===== src/rtl/spi_ctrl_master.sv =====
// Byte-wide SPI mode-0 master that stands in for the board microcontroller.
// Shifts cmd_data out MSB first on SPI_DI, samples SPI_DO, and can hold a select across bytes.
module spi_ctrl_master #(
    parameter int CLK_DIV = 4
) (
    input  logic       CLOCK_50,
    input  logic       RESET_N,
    input  logic       cmd_valid,
    output logic       cmd_ready,
    input  logic [7:0] cmd_data,
    input  logic [1:0] cmd_ss,
    input  logic       cmd_last,
    output logic       rsp_valid,
    output logic [7:0] rsp_data,
    output logic       busy,
    output logic       SPI_SCK,
    output logic       SPI_DI,
    input  logic       SPI_DO,
    output logic       CONF_DATA0,
    output logic       SPI_SS2,
    output logic       SPI_SS3
);

    typedef enum logic [2:0] {IDLE, SETUP, HIGH, LOW, HOLD, TAIL, DESEL} state_t;

    state_t     state, state_nxt;
    logic [7:0] cnt, tx, rx;
    logic [2:0] bit_idx;
    logic [1:0] ss_q, sel_ss;
    logic       last_q, pend_q, rdy_en, sel_on;
    logic       accept, phase_done, byte_end;

    assign accept     = cmd_valid & cmd_ready;
    assign phase_done = (cnt == 8'd0);
    assign byte_end   = (state == HIGH) && phase_done && (bit_idx == 3'd0);

    always_ff @(posedge CLOCK_50 or negedge RESET_N) begin
        if (!RESET_N) state <= IDLE;
        else          state <= state_nxt;
    end

    always_comb begin
        state_nxt = state;
        case (state)
            IDLE:  if (accept) state_nxt = SETUP;
            SETUP: if (phase_done) state_nxt = HIGH;
            HIGH:  if (phase_done) state_nxt = (bit_idx != 3'd0) ? LOW : (last_q ? TAIL : HOLD);
            LOW:   if (phase_done) state_nxt = HIGH;
            HOLD:  if (accept) state_nxt = (cmd_ss == sel_ss) ? SETUP : TAIL;
            TAIL:  if (phase_done) state_nxt = DESEL;
            DESEL: if (phase_done) state_nxt = pend_q ? SETUP : IDLE;
            default: state_nxt = IDLE;
        endcase
    end

    // Every phase entry is a state change, so a state change reloads the half-period count.
    always_ff @(posedge CLOCK_50 or negedge RESET_N) begin
        if (!RESET_N) begin
            cnt       <= 8'd0;
            tx        <= 8'd0;
            rx        <= 8'd0;
            bit_idx   <= 3'd0;
            ss_q      <= 2'd3;
            sel_ss    <= 2'd3;
            last_q    <= 1'b0;
            pend_q    <= 1'b0;
            rdy_en    <= 1'b0;
            rsp_valid <= 1'b0;
            rsp_data  <= 8'd0;
        end else begin
            rdy_en    <= 1'b1;
            rsp_valid <= byte_end;
            if (state_nxt != state)  cnt <= 8'(CLK_DIV - 1);
            else if (!phase_done)    cnt <= cnt - 8'd1;
            if (accept) begin
                tx      <= cmd_data;
                ss_q    <= cmd_ss;
                last_q  <= cmd_last;
                bit_idx <= 3'd7;
                // A select change out of HOLD keeps the old line low through TAIL.
                if (state == IDLE || cmd_ss == sel_ss) begin
                    sel_ss <= cmd_ss;
                    pend_q <= 1'b0;
                end else begin
                    pend_q <= 1'b1;
                end
            end
            if (state == DESEL && phase_done && pend_q) begin
                sel_ss <= ss_q;
                pend_q <= 1'b0;
            end
            if (state == HIGH && cnt == 8'(CLK_DIV - 1))
                rx <= {rx[6:0], SPI_DO};
            if (state == HIGH && phase_done && bit_idx != 3'd0) begin
                tx      <= {tx[6:0], 1'b0};
                bit_idx <= bit_idx - 3'd1;
            end
            if (byte_end) rsp_data <= rx;
        end
    end

    always_comb begin
        SPI_SCK   = (state == HIGH);
        SPI_DI    = 1'b0;
        sel_on    = 1'b0;
        cmd_ready = rdy_en && (state == IDLE || state == HOLD);
        busy      = (state != IDLE);
        case (state)
            SETUP, HIGH, LOW: begin
                SPI_DI = tx[7];
                sel_on = 1'b1;
            end
            HOLD, TAIL: sel_on = 1'b1;
            default: ;
        endcase
        CONF_DATA0 = !(sel_on && sel_ss == 2'd0);
        SPI_SS2    = !(sel_on && sel_ss == 2'd1);
        SPI_SS3    = !(sel_on && sel_ss == 2'd2);
    end

endmodule


===== config.mk =====
export PLATFORM = sky130hd
export DESIGN_NAME = spi_ctrl_master
export DESIGN_NICKNAME = d
export VERILOG_FILES = /design/src/rtl/spi_ctrl_master.sv
export SDC_FILE = /design/constraint.sdc
export NUM_CORES = 1
export LEC_CHECK = 0
export ABC_AREA = 1
export CORE_MARGIN = 1
export CORE_UTILIZATION = 49
export CTS_CLUSTER_DIAMETER = 100
export DETAILED_ROUTE_END_ITERATION = 8
export PLACE_DENSITY = 0.73
export SYNTH_ARGS = -nofsm -noshare
export SYNTH_HDL_FRONTEND = slang
export SYNTH_SLANG_ARGS = --single-unit

===== constraint.sdc =====
create_clock -name CLOCK_50 -period 1.52 [get_ports CLOCK_50]
set_input_delay 0.228 -clock CLOCK_50 [delete_from_list [all_inputs] [get_ports CLOCK_50]]
set_output_delay 0.228 -clock CLOCK_50 [all_outputs]
set_load 0.005 [all_outputs]

==> results by group <==
Clock network
  • Cts bufs inserted: 5
  • Register clock-pin slew on the reported worst setup and hold paths: 0.09 ns
  • H-tree Lvls: 2
  • CTS root buf: clkbuf_8
  • TritonCTS sink count: 46
  • Clk Latency, worst-skew pair: 0.30 ns
  • Longest Clk Path Bufs: 2
  • CTS tree: built

Status
  • Violated checks: negative setup slack
  • Status: finished with violations

STA
  • Final setup fails: 39
  • Upper clock frequency limit: 555 MHz
  • RSZ-0062 raised after global routing: yes
  • Fin crit share: 118%
  • Setup slack after layout: -0.280 ns
  • Max Slew Vio Count: 0
  • Worst Hold Margin: 0.392 ns
  • Hold Fails Final Rpt: 0
  • Tmin final: 1.80 ns
  • Fin Setup TNS: -3.76 ns
  • Clock Skew: 0.00646 ns

Synthesis
  • Cell taking the most area after synthesis: dfrtp_1
  • Post-Syn Nets: 289
  • Post-synth cell types: 30
  • Yosys top cell area share: 46.6%
  • Average instance area after synthesis: 8.35 sq um
  • Synth Instances: 270
  • Sequential area share after synthesis: 51.3%
  • Synth area leaders: dfrtp_1 47%, nand2_1 12%, inv_1 6.0%
  • Synth Warn #: 0
  • Post-synthesis register bit count: 46
  • Syn Std Cell Area: 2250 sq um

Detailed routing
  • ANT nets after route: 0
  • DRT iter0 DRCs: 112
  • Router iterations before antenna repair: 4
  • Drt drc: 0
  • Via count: 2120
  • Routed wire length: 6240 microns
  • Avg Vias per Cell: 5.11
  • Avg WL per Cell: 15.0 microns

Worst setup path
  • Critical path capture point type: register
  • CP Launch Type: register
  • Required @ worst endpoint: 1.74 ns
  • R2r setup slk: -0.28 ns
  • CP max stage delay: 0.41 ns
  • Crit path launch: cnt[0]
  • Crit-path leading delay family: simple AND/OR/NAND/NOR gates
  • Kind of critical path: register to register
  • Crit path buffers/inverters: 3
  • Crit path cell chain: inv_2, ha_4, nand2_4, buf_4, o21ai_1, buf_4, nand4_1, nand2_2, nand2_4, nor2_1
  • Slowest-stage cell, CP: dfrtp_1
  • Worst EP arrival: 2.02 ns
  • Reg2Reg Launch Point: cnt[0]
  • CP Max Fanout: 6

Floorplan
  • Initial core utilization: 51.4%
  • Top Ports: 31
  • Chip Width: 69.8 microns
  • Die ar.: 4880 sq um
  • Die Ht: 69.8 microns
  • Core ar.: 4380 sq um
  • Rows: 24

Placed design
  • Final HPWL DP: 3370 microns
  • Port buffer count: 30
  • Pre-CTS WS: -0.129 ns
  • RD Place Congestion: 0.811

Final layout
  • Fillers: 274
  • Final nets: 381
  • Share of layout cells above drive strength 1: 45.5%
  • N_diodes: 0
  • Area delta synth->final: 52.7%

Global route
  • Gr ovfl total: 0
  • Initial antenna violation count: 0
  • Number of global-route vias before repair: 2144
  • Global-route wire length before repair: 9400 microns
  • Global router's overall resource usage: 24.5%
  • Largest net degree at the start of global routing: 20

Pwr
  • P per Cell Area: 646 nW/um^2
  • Worst vdd ir: 731 uV
  • Total leakage power: 0.00161 uW

Hold path
  • Worst hold path class: input pin to asynchronous set/reset pin

Run
  • Max-cap violations: 0
==> flip-flops by register name (all words and copies together), names as in the netlist <==
register and flops:
bit_idx 3, cnt 8, rdy_en 1, tx 8, pend_q 1, rsp_data 8, rx 8, ss_q 2
rsp_valid 1, state 3, last_q 1, sel_ss 2
==> what timing repair did <==
item                                    in CTS  in global routing
pin swaps                                   11                 17
gates resized for setup                     61                 69
endpoints found under the setup margin      36                 47
buffers inserted                            13                  9
hold buffers                                 1                  0
cloned                                       2                  1
hold endpoints to repair                    13                  0
==> path summary, 6_finish.rpt <==
check                         endpoint  depth (start not counted)
min                             rdy_en                          2
max                             cnt[4]                         10
max reg2reg                     cnt[4]                         10
max in group asynchronous        rx[0]                          3
min reg2reg                rsp_data[2]                          2
min in group CLOCK_50      rsp_data[2]                          2
==> cells in the mapped netlist, drive strengths merged <==
| cell type | instances |
|---|---|
| o21bai | 1 |
| nand3 | 21 |
| dfstp | 4 |
| nand3b | 1 |
| nor4 | 1 |
| a21oi | 8 |
| buf | 5 |
| o21a | 1 |
| a22oi | 1 |
| o22ai | 4 |
| conb | 1 |
| nor3 | 2 |
| o21ai | 21 |
| dfrtp | 42 |
| xor2 | 2 |
| a21boi | 1 |
| inv | 38 |
| nand4 | 1 |
| nand2 | 79 |
| xnor2 | 1 |
| nor2 | 31 |
| ha | 4 |
==> cell type report <==
class | instances | area (sq um) | share of cell area [%]
repair buffers | 88 | 747 | 21.7
repair inverters | 2 | 16.3 | 0.472
multi-input cells | 181 | 1200 | 34.8
clock buffers | 7 | 76.3 | 2.22
well taps | 52 | 65.1 | 1.89
clock inverters | 1 | 30.0 | 0.872
inverters | 38 | 155 | 4.51
flip-flops and latches | 46 | 1160 | 33.6
==> report_power, final <==
group | switching, uW | internal [uW] | total (uW)
logic | 47.5 | 45.5 | 93.1
registers | 1.96 | 1230 | 1230
clock network | 408 | 492 | 901
==> kinds of logic after synthesis <==
logic type,count (synthesis),synth area share (%)
DFF,46,51.3
other,1,0.166
xor gates and xnor gates,3,1.17
and+or+nand+nor,136,26.8
AOI/OAI and AO/OA,37,10.4
buffers and inverters,43,7.99
adders and majority gates,4,2.22
==> worst reg2reg max path, cell delays in order, from the launching register on <==
cell and delay [ns]:
dfrtp_1 0.41, inv_2 0.09, ha_4 0.15, nand2_4 0.06, buf_4 0.14, o21ai_1 0.21
buf_4 0.17, nand4_1 0.11, nand2_2 0.13, nand2_4 0.10, nor2_1 0.15
==> through the flow <==
step	std cells	cell area, sq um	total power (uW)	util (%)
after floorplan	270	2260	1270	-
after global placement	386	2880	1340	65.7
after detailed placement	386	2880	1340	65.7
after CTS	408	3190	2220	72.8
after global routing	415	3440	2290	78.5
final	415	3440	2220	78.5
==> per-layer routing <==
metal	part of all wire, %	vias up	global-route usage, %
met4	2.1	0	9.78
met2	54	49	42.0
met5	0	-	0
met3	3.3	13	3.63
li1	-	1036	-
met1	40	1022	31.1
==> placed cells by master (no fill, tap or decap), drive strengths merged <==
cell type | netlist | final
o21ai | 21 | 21
clkbuf | 0 | 8
buf | 5 | 64
clkdlybuf4s50 | 0 | 22
o21a | 1 | 1
nand3 | 21 | 21
dfrtp | 42 | 42
bufinv | 0 | 1
ha | 4 | 4
conb | 1 | 1
inv | 38 | 39
a21boi | 1 | 1
o21bai | 1 | 1
a21oi | 8 | 8
dlygate4sd3 | 0 | 1
nor4 | 1 | 1
a22oi | 1 | 1
xnor2 | 1 | 1
o22ai | 4 | 4
xor2 | 2 | 2
nand4 | 1 | 1
nand3b | 1 | 1
nor2 | 31 | 31
dfstp | 4 | 4
nor3 | 2 | 2
clkinvlp | 0 | 1
nand2 | 79 | 79
No activity file was read; power rests on OpenSTA's default activity.
